## config.mk

```make
export PLATFORM = sky130hd
export DESIGN_NAME = un_striping_n
export DESIGN_NICKNAME = d
export VERILOG_FILES = /design/src/rtl/un_striping_n.sv
export SDC_FILE = /design/constraint.sdc
export NUM_CORES = 1
export LEC_CHECK = 0
export CAP_MARGIN = 0
export CELL_PAD_IN_SITES_DETAIL_PLACEMENT = 1
export CELL_PAD_IN_SITES_GLOBAL_PLACEMENT = 2
export CORE_MARGIN = 5
export CORE_UTILIZATION = 41
export CTS_CLUSTER_DIAMETER = 60
export DETAILED_ROUTE_END_ITERATION = 12
export GPL_TIMING_DRIVEN = 0
export PLACE_DENSITY = 0.74
export SYNTH_ARGS = -nofsm -noshare
export SYNTH_HDL_FRONTEND = slang
export SYNTH_SLANG_ARGS = --single-unit
```

## constraint.sdc

```tcl
create_clock -name clk_2f -period 2.3 [get_ports clk_2f]
set_clock_uncertainty 0.15 [all_clocks]
set_input_delay 0.69 -clock clk_2f [delete_from_list [all_inputs] [get_ports clk_2f]]
set_output_delay 0.69 -clock clk_2f [all_outputs]
set_load 0.05 [all_outputs]
```

## src/rtl/un_striping_n.sv

```systemverilog
// Round-robin merge of LANES striped lanes into one word stream.
// Each lane is buffered in its own small FIFO so lanes may arrive skewed or bursty.

module un_striping_n_fifo #(
    parameter int WIDTH = 32,
    parameter int DEPTH = 4
) (
    input  logic             clk_2f,
    input  logic             reset,
    input  logic             wr_valid,
    input  logic [WIDTH-1:0] wr_data,
    input  logic             pop,
    output logic [WIDTH-1:0] head,
    output logic             empty,
    output logic             overflow
);
    localparam int AW = $clog2(DEPTH);
    localparam logic [AW:0] CAP = (AW+1)'(DEPTH);

    logic [WIDTH-1:0] mem [DEPTH];
    logic [AW-1:0]    wptr;
    logic [AW-1:0]    rptr;
    logic [AW:0]      count;
    logic             wr;

    // A full FIFO still accepts a word when its head leaves on the same edge.
    assign wr    = wr_valid && ((count < CAP) || pop);
    assign empty = (count == '0);
    assign head  = mem[rptr];

    always_ff @(posedge clk_2f) begin
        if (reset) begin
            wptr     <= '0;
            rptr     <= '0;
            count    <= '0;
            overflow <= 1'b0;
        end else begin
            if (wr) begin
                mem[wptr] <= wr_data;
                wptr      <= wptr + 1'b1;
            end
            if (pop)
                rptr <= rptr + 1'b1;
            case ({wr, pop})
                2'b10:   count <= count + 1'b1;
                2'b01:   count <= count - 1'b1;
                default: count <= count;
            endcase
            if (wr_valid && !wr)
                overflow <= 1'b1;
        end
    end
endmodule

module un_striping_n #(
    parameter int WIDTH = 32,
    parameter int LANES = 4,
    parameter int DEPTH = 4
) (
    input  logic                     clk_2f,
    input  logic                     reset,
    input  logic [LANES*WIDTH-1:0]   lane_data,
    input  logic [LANES-1:0]         lane_valid,
    output logic [WIDTH-1:0]         data_out,
    output logic                     valid_out,
    output logic [$clog2(LANES)-1:0] lane_ptr,
    output logic [LANES-1:0]         overflow
);
    localparam int PW = $clog2(LANES);

    logic [LANES-1:0][WIDTH-1:0] heads;
    logic [LANES-1:0]            empty;
    logic [LANES-1:0]            pop;

    for (genvar i = 0; i < LANES; i++) begin : g_lane
        // Only the lane under the pointer may pop, which keeps output order strict.
        assign pop[i] = (lane_ptr == PW'(i)) && !empty[i];

        un_striping_n_fifo #(.WIDTH(WIDTH), .DEPTH(DEPTH)) u_fifo (
            .clk_2f   (clk_2f),
            .reset    (reset),
            .wr_valid (lane_valid[i]),
            .wr_data  (lane_data[i*WIDTH +: WIDTH]),
            .pop      (pop[i]),
            .head     (heads[i]),
            .empty    (empty[i]),
            .overflow (overflow[i])
        );
    end

    always_ff @(posedge clk_2f) begin
        if (reset) begin
            data_out  <= '0;
            valid_out <= 1'b0;
            lane_ptr  <= '0;
        end else if (|pop) begin
            data_out  <= heads[lane_ptr];
            valid_out <= 1'b1;
            lane_ptr  <= lane_ptr + 1'b1;
        end else begin
            valid_out <= 1'b0;
        end
    end
endmodule

```

# After elaboration in Yosys (flattened, before gate mapping)
# Memory sizes are Yosys's and may differ from the RTL's. A register that Yosys moved wholly into a read port is not among the register bits.
# Cells that the tools add are included.
dict set report word_totals {
  ff_bits 67
  ram_bits 512
  word_cells 117
  n_memories 4
}
dict set report op_classes {
  n_addsub 17
  magnitude_cmp 5
  n_eq_ne 11
  n_mux 27
  reduce_logical 34
}
# name words word_bits rd rd_clocked_by_memory_dff wr line
set memory_table {}
lappend memory_table {{g_lane[0].u_fifo.mem} 4 32 1 1 1 20} ;# logic [WIDTH-1:0] mem [DEPTH];
lappend memory_table {{g_lane[1].u_fifo.mem} 4 32 1 1 1 20}
lappend memory_table {{g_lane[2].u_fifo.mem} 4 32 1 1 1 20}
lappend memory_table {{g_lane[3].u_fifo.mem} 4 32 1 1 1 20}
# op n
set op_table {}
lappend op_table {{$bmux W32 S2} 1}
lappend op_table {{$mux W32} 1}
lappend op_table {{$pmux W3 S2} 4}
lappend op_table {{$add A2 B1 Y2 const B} 9}
lappend op_table {{$mux W2} 8}
lappend op_table {{$mux W1} 13}
lappend op_table {{$add A3 B1 Y3 const B} 4}
lappend op_table {{$eq A2 B2 Y1 const B} 6}
lappend op_table {{$logic_and A1 B1 Y1} 12}
lappend op_table {{$logic_not A3 Y1} 4}
lappend op_table {{$lt A3 B3 Y1 const B} 4}
lappend op_table {{$sub A3 B1 Y3 const B} 4}
lappend op_table {{$eq A2 B1 Y1 const B} 5}
lappend op_table {{$logic_not A1 Y1} 8}
lappend op_table {{$reduce_bool A2 Y1} 4}
lappend op_table {{$logic_or A1 B1 Y1} 4}
lappend op_table {{$reduce_or A4 Y1} 1}
lappend op_table {{$lt A2 B3 Y1 const B} 1}
lappend op_table {{$logic_not A2 Y1} 1}

# Depth between registers and ports, before layout
# Gate-level depths: netlist of run 1.
dict set report depth {
  word_depth 8
  depth_mapped 9
  depth_no_buf 8
}

# Hierarchy
# A second synthesis of run 1 with hierarchy kept.
dict set report hier_totals {
  hier_cells 1088
  hier_area_um2 22680.5
}
# mod instances cells_per_inst area_per_inst_um2 seq_area_each_um2
set by_module_without_submodules {}
lappend by_module_without_submodules {un_striping_n_fifo 4 222 5139.9 4043.9}
lappend by_module_without_submodules {un_striping_n 1 200 2120.8 700.7}

# Least setup slack after synthesis of run 1
# OpenSTA, ideal clock, no wires.
dict set report synth_path {
  kind {register to register}
  startpoint {reg lane_ptr[0]}
  endpoint {reg data_out[0]}
  arrival_time_ns 2.458
  setup_slack_ns -0.425
  path_stages_with_launch 10
  cell_sequence {dfxtp_1 inv_1 ha_1 o31a_1 or4_1 buf_2 nor2b_1 buf_6 buf_6 a22o_1}
}
dict set report synth_between {
  elab_chain_len 3
}
# element line
set synth_lines {}
lappend synth_lines {{from (decl)} 66} ;# output logic [$clog2(LANES)-1:0] lane_ptr,
lappend synth_lines {{from (signal assigned)} 99} ;# lane_ptr <= lane_ptr + 1'b1;
lappend synth_lines {{$logic_not A2 Y1} 77} ;# assign pop[i] = (lane_ptr == PW'(i)) && !empty[i];
lappend synth_lines {{$logic_and A1 B1 Y1} 77}
lappend synth_lines {{via g_lane[0].u_fifo.pop} 12} ;# input logic pop,
lappend synth_lines {{$reduce_or A4 Y1} 96} ;# end else if (|pop) begin
lappend synth_lines {{to (signal assigned)} 97} ;# data_out <= heads[lane_ptr];
lappend synth_lines {{to (decl)} 64} ;# output logic [WIDTH-1:0] data_out,
# The timed path passes the listed nets, and every way through them passes these cells. The select of a mux whose other input is x is not followed.
# A chain may end at the register's enable or synchronous reset.

# Worst setup path in the final report of run 1
dict set report layout_path {
  startpoint {reg lane_ptr[0]}
  endpoint {out lane_ptr[0]}
}
# No word-level cell between the ends.

==> flow_summary.ini, run 1 <==
[yosys]
synthTopCellsByArea = edfxtp_1, mux4_2, dfxtp_1
synth-edff-count = 512
yosysMostFrequentCell = edfxtp_1
synth_seq_area_share_pct = 76.4
synth_cell_type_count = 28
synth_nets = 1230
syn_area_mm2 = 0.0221
synth_top_area_share_pct = 69.6
synth_seq_cells = 587
synth_warnings = 0
synth_ff_type = edfxtp_1
avgSynthCellArea_um2 = 20.7
synth_common_cells = edfxtp_1, mux4_2, dfxtp_1
synthArstFlopShare_pct = 0
yosys.area.top_type = edfxtp_1
synth_cells = 1068

[setup_path]
arrival_ps = 1580
path_max_fanout = 5
crit_family = buffers and inverters
path_class = flip-flop to output pin
critPathBufInv = 1
start_kind = flip-flop
r2r_slack_ps = -50
end_kind = output pin
r2r_end = data_out[0]
rr_worst_depth = 5
cp_slowest_stage_delay_ps = 550
slowest_stage = dlygate4sd2_1
path_cells = dlygate4sd2_1
cp_data_required_time_ps = 1460

[cells_and_area]
drive_gt1_share_pct = 26.5
fin_area_mm2 = 0.0270
nNetsFinal = 1483
area_growth_pct = 22.4

[timing]
setup_viol = 6
period_needed_ps = 2420
post-route-period-util_pct = 105
hold_viol = 0
final-max-slew-violation-count = 0
setup_ws_ps = -115
slew_headroom_pct = 49.7
worstMarginPinSlew_ps = 754
rsz0062_at_grt = yes
timing.fmax_mhz = 414

[grt]
grt-ovfl-total = 0
grt_max_degree = 33
grtUsageTotal_pct = 17.8
grt_pass1_wl_um = 78600
antenna_found_initial = 3
grt_pass1_vias = 12000

[floorplan]
fp.dieH_um = 242
pin_count = 173
rows = 85
dieArea_mm2 = 0.0586
die_w_um = 242
core-area_mm2 = 0.0536
initial_core_util_pct = 41.2

[detailed_routing]
wl_per_cell_um = 25.7
drt-pass1-iter-count = 5
drtIter0Drc = 655
drc = 0
viasPerCell = 5.33
num_vias = 11000
ant_nets = 0
wl_um = 53000

[place]
gp_congestion = 0.725
placed_area_mm2 = 0.0247
port_buffers = 171
post-place-ws_ps = -761
hpwl_um = 34800

[worst_hold_path]
min_path_cells = 1
hold_path.class = flip-flop to flip-flop
min_to = data_out[19]
min_from = data_out[19]

[power]
p_seq_share_pct = 44.4
swShare_pct = 29.5
p_leak_nw = 8.84
intPower_mw = 20.7
comb_power_share_pct = 24.5
powerDensity_mw_per_mm2 = 1080
p_switching_mw = 8.66
peakVddDrop_v = 0.000768
power.share.clock_pct = 31.1

[clocking]
cts-root-buf = clkbuf_16
cts_buffers = 61
clk_pin_slew_ps = 60
cts-hold-fix-buffers = 0
clk_path_buf_depth = 3
clk_latency_ps = 610
clock-sinks = 587
cts_tree = yes
htreeDepth = 2

[status]
violations = negative setup slack
status = finished with violations

[job]
cap_viol_max_count = 0
==> layer usage <==
metal  global-route usage, %  wire [µm]  vias up  share of wire, %
li1                        -          -     4874                 -
met4                    3.49        791        2               1.5
met1                    23.5      22100     5809                42
met5                       0          7        -             0.013
met2                    30.7      27200      259                51
met3                    4.17       2910       65               5.5
==> cells by family (layout without fill, tap and decap cells) <==
logic type | count (synthesis) | in the layout | synth area share [%]
DFF | 587 | 587 | 76.4
muxes | 137 | 137 | 13.5
AOI/OAI and AO/OA | 116 | 116 | 3.99
and+or+nand+nor | 101 | 101 | 2.02
buffers and inverters | 78 | 378 | 1.62
adders and majority gates | 28 | 28 | 1.72
xor gates and xnor gates | 21 | 21 | 0.832
other | 0 | 3 | 0
==> how the worst max path moves through the flow <==
stage                        startpoint                          to  slack (ps)  cells after the start
after detailed placement  lane_valid[0]  g_lane[0].u_fifo.mem[1][1]        -760                      4
after global placement    lane_valid[0]  g_lane[0].u_fifo.mem[0][6]        -750                      4
final                       lane_ptr[0]                 lane_ptr[0]        -120                      1
after global routing        lane_ptr[0]                 lane_ptr[0]        -170                      1
after CTS                   lane_ptr[0]  g_lane[2].u_fifo.mem[3][5]        -140                      5
after floorplan             lane_ptr[0]                 data_out[0]         -30                      9
==> sequential cells by signal (all words and copies together) (netlist names), named ones only <==
| register | cells |
|---|---|
| g_lane.u_fifo.count | 12 |
| g_lane.u_fifo.wptr | 8 |
| data_out | 32 |
| valid_out | 1 |
| g_lane.u_fifo.rptr | 8 |
| lane_ptr | 2 |
| g_lane.u_fifo.overflow | 4 |
| g_lane.u_fifo.mem | 512 |
==> through the flow <==
stage | hold slack (ps) | std cells | util (%) | power (mW) | setup TNS [ps]
after floorplan | 288 | 1068 | - | 17.2 | -861
after global placement | 310 | 1935 | 46.2 | 19.6 | -362440
after detailed placement | 320 | 1935 | 46.2 | 19.8 | -377080
after CTS | 335 | 2058 | 50.2 | 29.5 | -34900
after global routing | 364 | 2064 | 50.4 | 30.5 | -605
final | 334 | 2067 | 50.5 | 29.3 | -202
==> area by class of cell <==
class	instances	area (µm²)
antenna	3	7.51
clock inverter	30	214
multi-input combinational	403	5030
fill	4914	26600
inverter	18	70.1
buffer	54	369
sequential	587	16900
clock buffer	80	1620
tap	696	871
timing repair buffer	196	1980
==> power groups by stage <==
stage	combinational, mW	sequential (mW)	clock (mW)
global placement	6.48	13.2	0
finish	7.18	13.0	9.13
CTS	7.15	13.0	9.35
global route	7.63	13.1	9.82
detailed placement	6.56	13.2	0
floorplan	3.19	14.0	0
==> what timing repair did <==
item | CTS | global route
setup buffers | 12 | 7
gates cloned | 5 | 1
gates resized for setup | 191 | 71
hold endpoints to repair | 0 | 0
pin swaps | 14 | 10
endpoints found under the setup margin | 587 | 401
==> cells in the final DEF, fill, tap and decap left out, drive strengths merged, types with 24 or more instances in the layout <==
cell type	synthesis	final
a22o	32	32
a22oi	64	64
buf	27	66
clkbuf	33	109
clkdlybuf4s50	0	132
dfxtp	75	75
edfxtp	512	512
ha	24	24
mux4	128	128
nand2	36	36
nor2	40	40
(Power assumes the default switching activity.)
==> run 2: changes to the inputs <==
--- a/config.mk
+++ b/config.mk
@@ -8,12 +8,13 @@
 export CAP_MARGIN = 0
 export CELL_PAD_IN_SITES_DETAIL_PLACEMENT = 1
 export CELL_PAD_IN_SITES_GLOBAL_PLACEMENT = 2
-export CORE_MARGIN = 5
+export CORE_MARGIN = 2
 export CORE_UTILIZATION = 41
 export CTS_CLUSTER_DIAMETER = 60
 export DETAILED_ROUTE_END_ITERATION = 12
 export GPL_TIMING_DRIVEN = 0
 export PLACE_DENSITY = 0.74
+export REMOVE_ABC_BUFFERS = 1
 export SYNTH_ARGS = -nofsm -noshare
 export SYNTH_HDL_FRONTEND = slang
 export SYNTH_SLANG_ARGS = --single-unit
==> flow_summary.ini, run 2 (same netlist as run 1, synthesis figures left out) <==
[detailed_routing]
wl_per_cell_um = 26.5
wl_um = 54400
num_vias = 11100
drtIter0Drc = 665
drt-pass1-iter-count = 5
viasPerCell = 5.42
drc = 0
ant_nets = 0

[cells_and_area]
reg_top3 = g_lane.u_fifo.mem x512, data_out x32, g_lane.u_fifo.count x12
final_common_cell = edfxtp_1
area_growth_pct = 25.0
fin_area_mm2 = 0.0276
fillers = 4832
layout.cells.non_filler = 2049
drive_gt1_share_pct = 27.0
regMostFlops = g_lane.u_fifo.mem
nNetsFinal = 1468
largest_reg_flops = 512
final_cell_mix = edfxtp_1, clkdlybuf4s50_1, mux4_2

[worst_hold_path]
hold_path.class = flip-flop to flip-flop
min_path_cells = 2
min_to = g_lane[1].u_fifo.overflow
min_from = g_lane[1].u_fifo.overflow

[floorplan]
pin_count = 173
die_w_um = 236
dieArea_mm2 = 0.0558
fp.dieH_um = 236
rows = 85
initial_core_util_pct = 41.2
core-area_mm2 = 0.0536

[place]
hpwl_um = 36100
gp_congestion = 0.714
post-place-cells = 1904
port_buffers = 172
placed_area_mm2 = 0.0251

[timing]
hold_viol = 0
rsz0062_at_grt = yes
worstMarginPinSlew_ps = 1010
post-route-period-util_pct = 103
period_needed_ps = 2370
setup_viol = 30
setup_ws_ps = -66.5
tns_ps = -1240
slew_headroom_pct = 32.8
whs_ps = 325
timing.fmax_mhz = 423
final-max-slew-violation-count = 0

[power]
finalPower_mw = 30.1
peakVddDrop_v = 0.000887
p_leak_nw = 8.95
powerDensity_mw_per_mm2 = 1090

[grt]
grt-ovfl-total = 0
antenna_found_initial = 9
grt_pass1_vias = 12300
grt_pass1_wl_um = 80900
grt_max_degree = 46
grtUsageTotal_pct = 19.9

[setup_path]
r2r_slack_ps = -70
path_class = flip-flop to flip-flop
path_max_fanout = 6
r2r_end = data_out[11]
start_kind = flip-flop
crit_start = lane_ptr[0]
end_kind = flip-flop
cp_data_required_time_ps = 2650
rr_worst_depth = 8
arrival_ps = 2720
timing.rr.start = lane_ptr[0]

[clocking]
clock-sinks = 587
clk_pin_slew_ps = 60
cts_buffers = 60
clk_path_buf_depth = 3
cts-root-buf = clkbuf_16
htreeDepth = 2
cts-hold-fix-buffers = 0
clk_latency_ps = 610
cts_tree = yes

[status]
status = finished with violations
violations = negative setup slack

[job]
cap_viol_max_count = 0
-- run 2: changes by cell type in the layout (fill, tap and decap cells not counted), moves of 6 or more --
cell / delta
buf_12: +11
buf_16: +15
buf_2: -15
buf_8: -6
clkbuf_1: -10
clkbuf_2: -18
clkdlybuf4s15_2: +14
-- run 2: repair_timing --
| item | CTS | global route |
|---|---|---|
| resized for setup | 169 | 19 |
| buffers inserted | 25 | 6 |
| endpoints found under the setup margin | 596 | 140 |
| endpoints found under the hold margin | 0 | 0 |
| gates cloned | 5 | 0 |
| pin swaps | 36 | 4 |
-- run 2: worst max path at each step --
stage,endpoint,depth (start not counted),slack (ps)
3_5_place_dp,data_out[10],6,-1250
6_report,data_out[11],8,-70
4_1_cts,data_out[4],8,-110
5_1_grt,g_lane[1].u_fifo.count[2],9,-130
3_3_place_gp,data_out[20],3,-2510
2_1_floorplan,data_out[20],5,-770
-- run 2: final cells by class --
cell class | count | area (µm²) | share of cell area (%)
sequential | 587 | 16900 | 61.2
multi-input combinational | 404 | 5060 | 18.3
timing repair buffer | 235 | 2840 | 10.3
clock buffer | 82 | 1650 | 5.96
tap | 696 | 871 | 3.15
clock inverter | 25 | 236 | 0.856
inverter | 18 | 70.1 | 0.254
antenna | 2 | 5.00 | 0.0181
-- run 2: layer usage --
| layer | share of wire, % | vias up | wire (µm) | track usage, % |
|---|---|---|---|---|
| met1 | 42 | 5860 | 22800 | 26.5 |
| met4 | 2.4 | 14 | 1320 | 5.70 |
| met3 | 6.3 | 104 | 3430 | 4.60 |
| li1 | - | 4842 | - | - |
| met5 | 0.19 | - | 101 | 0 |
| met2 | 49 | 292 | 26700 | 33.0 |
-- run 2: through the flow --
step                setup WS, ps  utilization, %
floorplan                   -768               -
global placement           -2510            45.5
detailed placement         -1250            46.9
CTS                         -106            51.4
global route                -134            51.5
finish                     -66.5            51.5
-- run 2: worst max-delay path, stage by stage, from the launching register on --
cell and delay (ps):
dfxtp_4 410, inv_4 60, ha_4 160, o31a_1 140, or4_4 550, buf_6 140, nor2b_4 180, clkbuf_16 260
a22o_1 190
-- run 2: power by group --
group | total, mW | switching, mW | internal, mW
Clock | 9.41 | 3.98 | 5.43
Sequential | 13.1 | 0.625 | 12.5
Combinational | 7.57 | 4.22 | 3.35
==> edit, RTL diff (flow settings as in run 2) <==
`WIDTH` is set to 32 in 2 places; all go to 28.
--- a/src/rtl/un_striping_n.sv
+++ b/src/rtl/un_striping_n.sv
@@ -2,7 +2,7 @@
 // Each lane is buffered in its own small FIFO so lanes may arrive skewed or bursty.
 
 module un_striping_n_fifo #(
-    parameter int WIDTH = 32,
+    parameter int WIDTH = 28,
     parameter int DEPTH = 4
 ) (
     input  logic             clk_2f,
@@ -53,7 +53,7 @@
 endmodule
 
 module un_striping_n #(
-    parameter int WIDTH = 32,
+    parameter int WIDTH = 28,
     parameter int LANES = 4,
     parameter int DEPTH = 4
 ) (
Interface: changed (resized data_out and lane_data); port bits go from 173 to 153. The function was not compared with the original's and may differ.
==> edit against run 2 <==
Worst setup slack improved by 0.076 ns; routed wire length fell by 13%; register-to-register slack improved by 0.13 ns; sequential share of layout area up 1.1 points; synthesized area shrank 11%; sequential power is 12% lower; sequential cell count shrank 68; hold slack got worse by 0.0025 ns; design area decreased by 13%; total power down 14%.
==> edit: results (changes against run 2) <==
outcome:
  status: "complete, no violations"
timing:
  worst_pin_slew_ns: 0.9727  # -0.03547 ns
logic_synthesis:
  yosysWarningCount: 0  # unchanged
  netlist_top_cells_count: "448 x edfxtp_1, 112 x mux4_2, 71 x dfxtp_1, 56 x a22oi_1, 39 x nor2_1"
  synth_cell_types: 29  # +3.6%
  synth_area_leaders: "edfxtp_1 69%, mux4_2 13%, dfxtp_1 7.3%"
  async_reset_ff_share_pct: 0  # unchanged
  synth_edf_count: 448  # -13%
  seq_area_frac_synth_pct: 75.94  # -0.43 points
  ys.flop_type: "edfxtp_1"
place:
  dpl_cell_area_um2: 21900  # -13%
  dp_hpwl_um: 28650  # -21%
  gp_congestion: 0.7185  # +0.62%
  pre_cts_slack_ns: -0.6823  # +0.5683 ns
  portBuffers: 152  # -12%
clock_network:
  cts_htree_levels: 2  # unchanged
  cts_root_buf: "clkbuf_16"
  clk_transition_reported_paths_ns: 0.06  # about the same
  clock_latency_ns: 0.59  # -0.02 ns
  cts_made_buffers: 54  # -10%
  clk_path_buf_depth: 3  # unchanged
setup_path:
  max_stage_delay_ns: 0.45  # -0.10 ns
  crit_slowest_cell: "dfxtp_1"
  arrival_ns: 1.45  # -1.27 ns
  critPathTopFamily: "flip-flops"
  crit_path_max_fanout: 2  # -4
pwr:
  power_leakage_nw: 7.729  # -14%
  ir_drop_v: 0.0008299  # -6.5%
  intPower_w: 0.01824  # -14%
global_routing:
  grt_pass1_wl_um: 69210  # -14%
  antenna_found_initial: 7  # -2
  grt_pass1_vias: 10620  # -13%
  grt_util_all_layers_pct: 19.18  # -0.73 points
  grt_max_degree: 48  # +4.3%
layout:
  drive_gt1_share_pct: 24.85  # -2.2 points
  nFillCells: 4348  # -10%
  reg_top3: "g_lane.u_fifo.mem x448, data_out x28, g_lane.u_fifo.count x12"
  multiInputGateArea_um2: 4567  # -9.7%
  fin_nets: 1297  # -12%
min_path:
  hp-class: "flip-flop to flip-flop"
route:
  vias: 9811  # -12%
  wl_per_cell_um: 26.07  # -1.7%
  drt_iter0_drc: 741  # +11%
  drt_first_pass_iters: 7  # +2
## edit: cell count changes after synthesis
cell,delta
nor2b_4,+1
nor2_2,-1
nor2b_1,-1
buf_6,-2
buf_1,+1
nor2_4,+1
clkbuf_1,-9
edfxtp_1,-64
a22oi_1,-8
dfxtp_1,-4
a22o_1,-4
mux4_2,-16
nand2_1,-4
## edit: power groups by stage
stage,Sequential (W),Combinational [W],Clock (W)
global placement,0.0120,0.00523,0
CTS,0.0116,0.00602,0.00848
global route,0.0116,0.00648,0.00882
finish,0.0115,0.00606,0.00833
floorplan,0.0126,0.00242,0
detailed placement,0.0118,0.00562,0
## edit: stage by stage
| stage | hold WS, ns | std cells |
|---|---|---|
| 2_1_floorplan | 0.3279 | 908 |
| 3_3_place_gp | 0.3058 | 1675 |
| 3_5_place_dp | 0.3161 | 1685 |
| 4_1_cts | 0.3348 | 1800 |
| 5_1_grt | 0.3440 | 1812 |
| 6_report | 0.3229 | 1813 |
## edit: tightest hold or removal path, cell delays in order, from the launching register on
cell     delay (ns)
dfxtp_1        0.33
a31oi_1        0.05
nor2_1         0.07
## edit: cell families after synthesis
group,after synthesis,synth area share (%)
AOI/OAI and AO/OA,104,4.012
DFF,519,75.94
xor gates and xnor gates,21,0.9391
and+or+nand+nor,97,2.261
adders and majority gates,28,1.942
buffers and inverters,68,1.565
muxes,121,13.34
## edit: layer usage
layer,share of wire (%),track usage (%),vias to the layer above
met5,0.10,0,-
met4,2.0,5.499,8
met3,5.6,3.584,75
met2,49,31.25,270
met1,43,26.54,5165
li1,-,-,4293
## edit: repair_timing
action	4_1_cts	5_1_grt
cloned	3	2
gates resized for setup	132	13
pin swaps	3	0
buffers inserted	12	8
endpoints found under the setup margin	523	16
## edit: path summary, 6_finish.rpt
kind	from	endpoint	slack, ns	cells past startpoint
worst max-delay path	data_out[22]$_SDFFE_PP0P_	data_out[22]	0.009	1
worst min-delay path	g_lane[0].u_fifo.overflow$_SDFFE_PP0P_	g_lane[0].u_fifo.overflow$_SDFFE_PP0P_	0.32	2
worst max register to register	lane_ptr[0]$_SDFFE_PP0P_	g_lane[0].u_fifo.count[2]$_SDFFE_PP0P_	0.06	8
worst min register to register	g_lane[0].u_fifo.overflow$_SDFFE_PP0P_	g_lane[0].u_fifo.overflow$_SDFFE_PP0P_	0.32	2
## edit: area by class of cell
class                      instances  area share, %
sequential                       519          62.31
antenna                            3        0.03138
timing repair buffer             182          8.027
tap                              615          3.216
clock inverter                    19         0.7164
inverter                          18         0.2824
clock buffer                      81          6.327
multi-input combinational        376          19.09
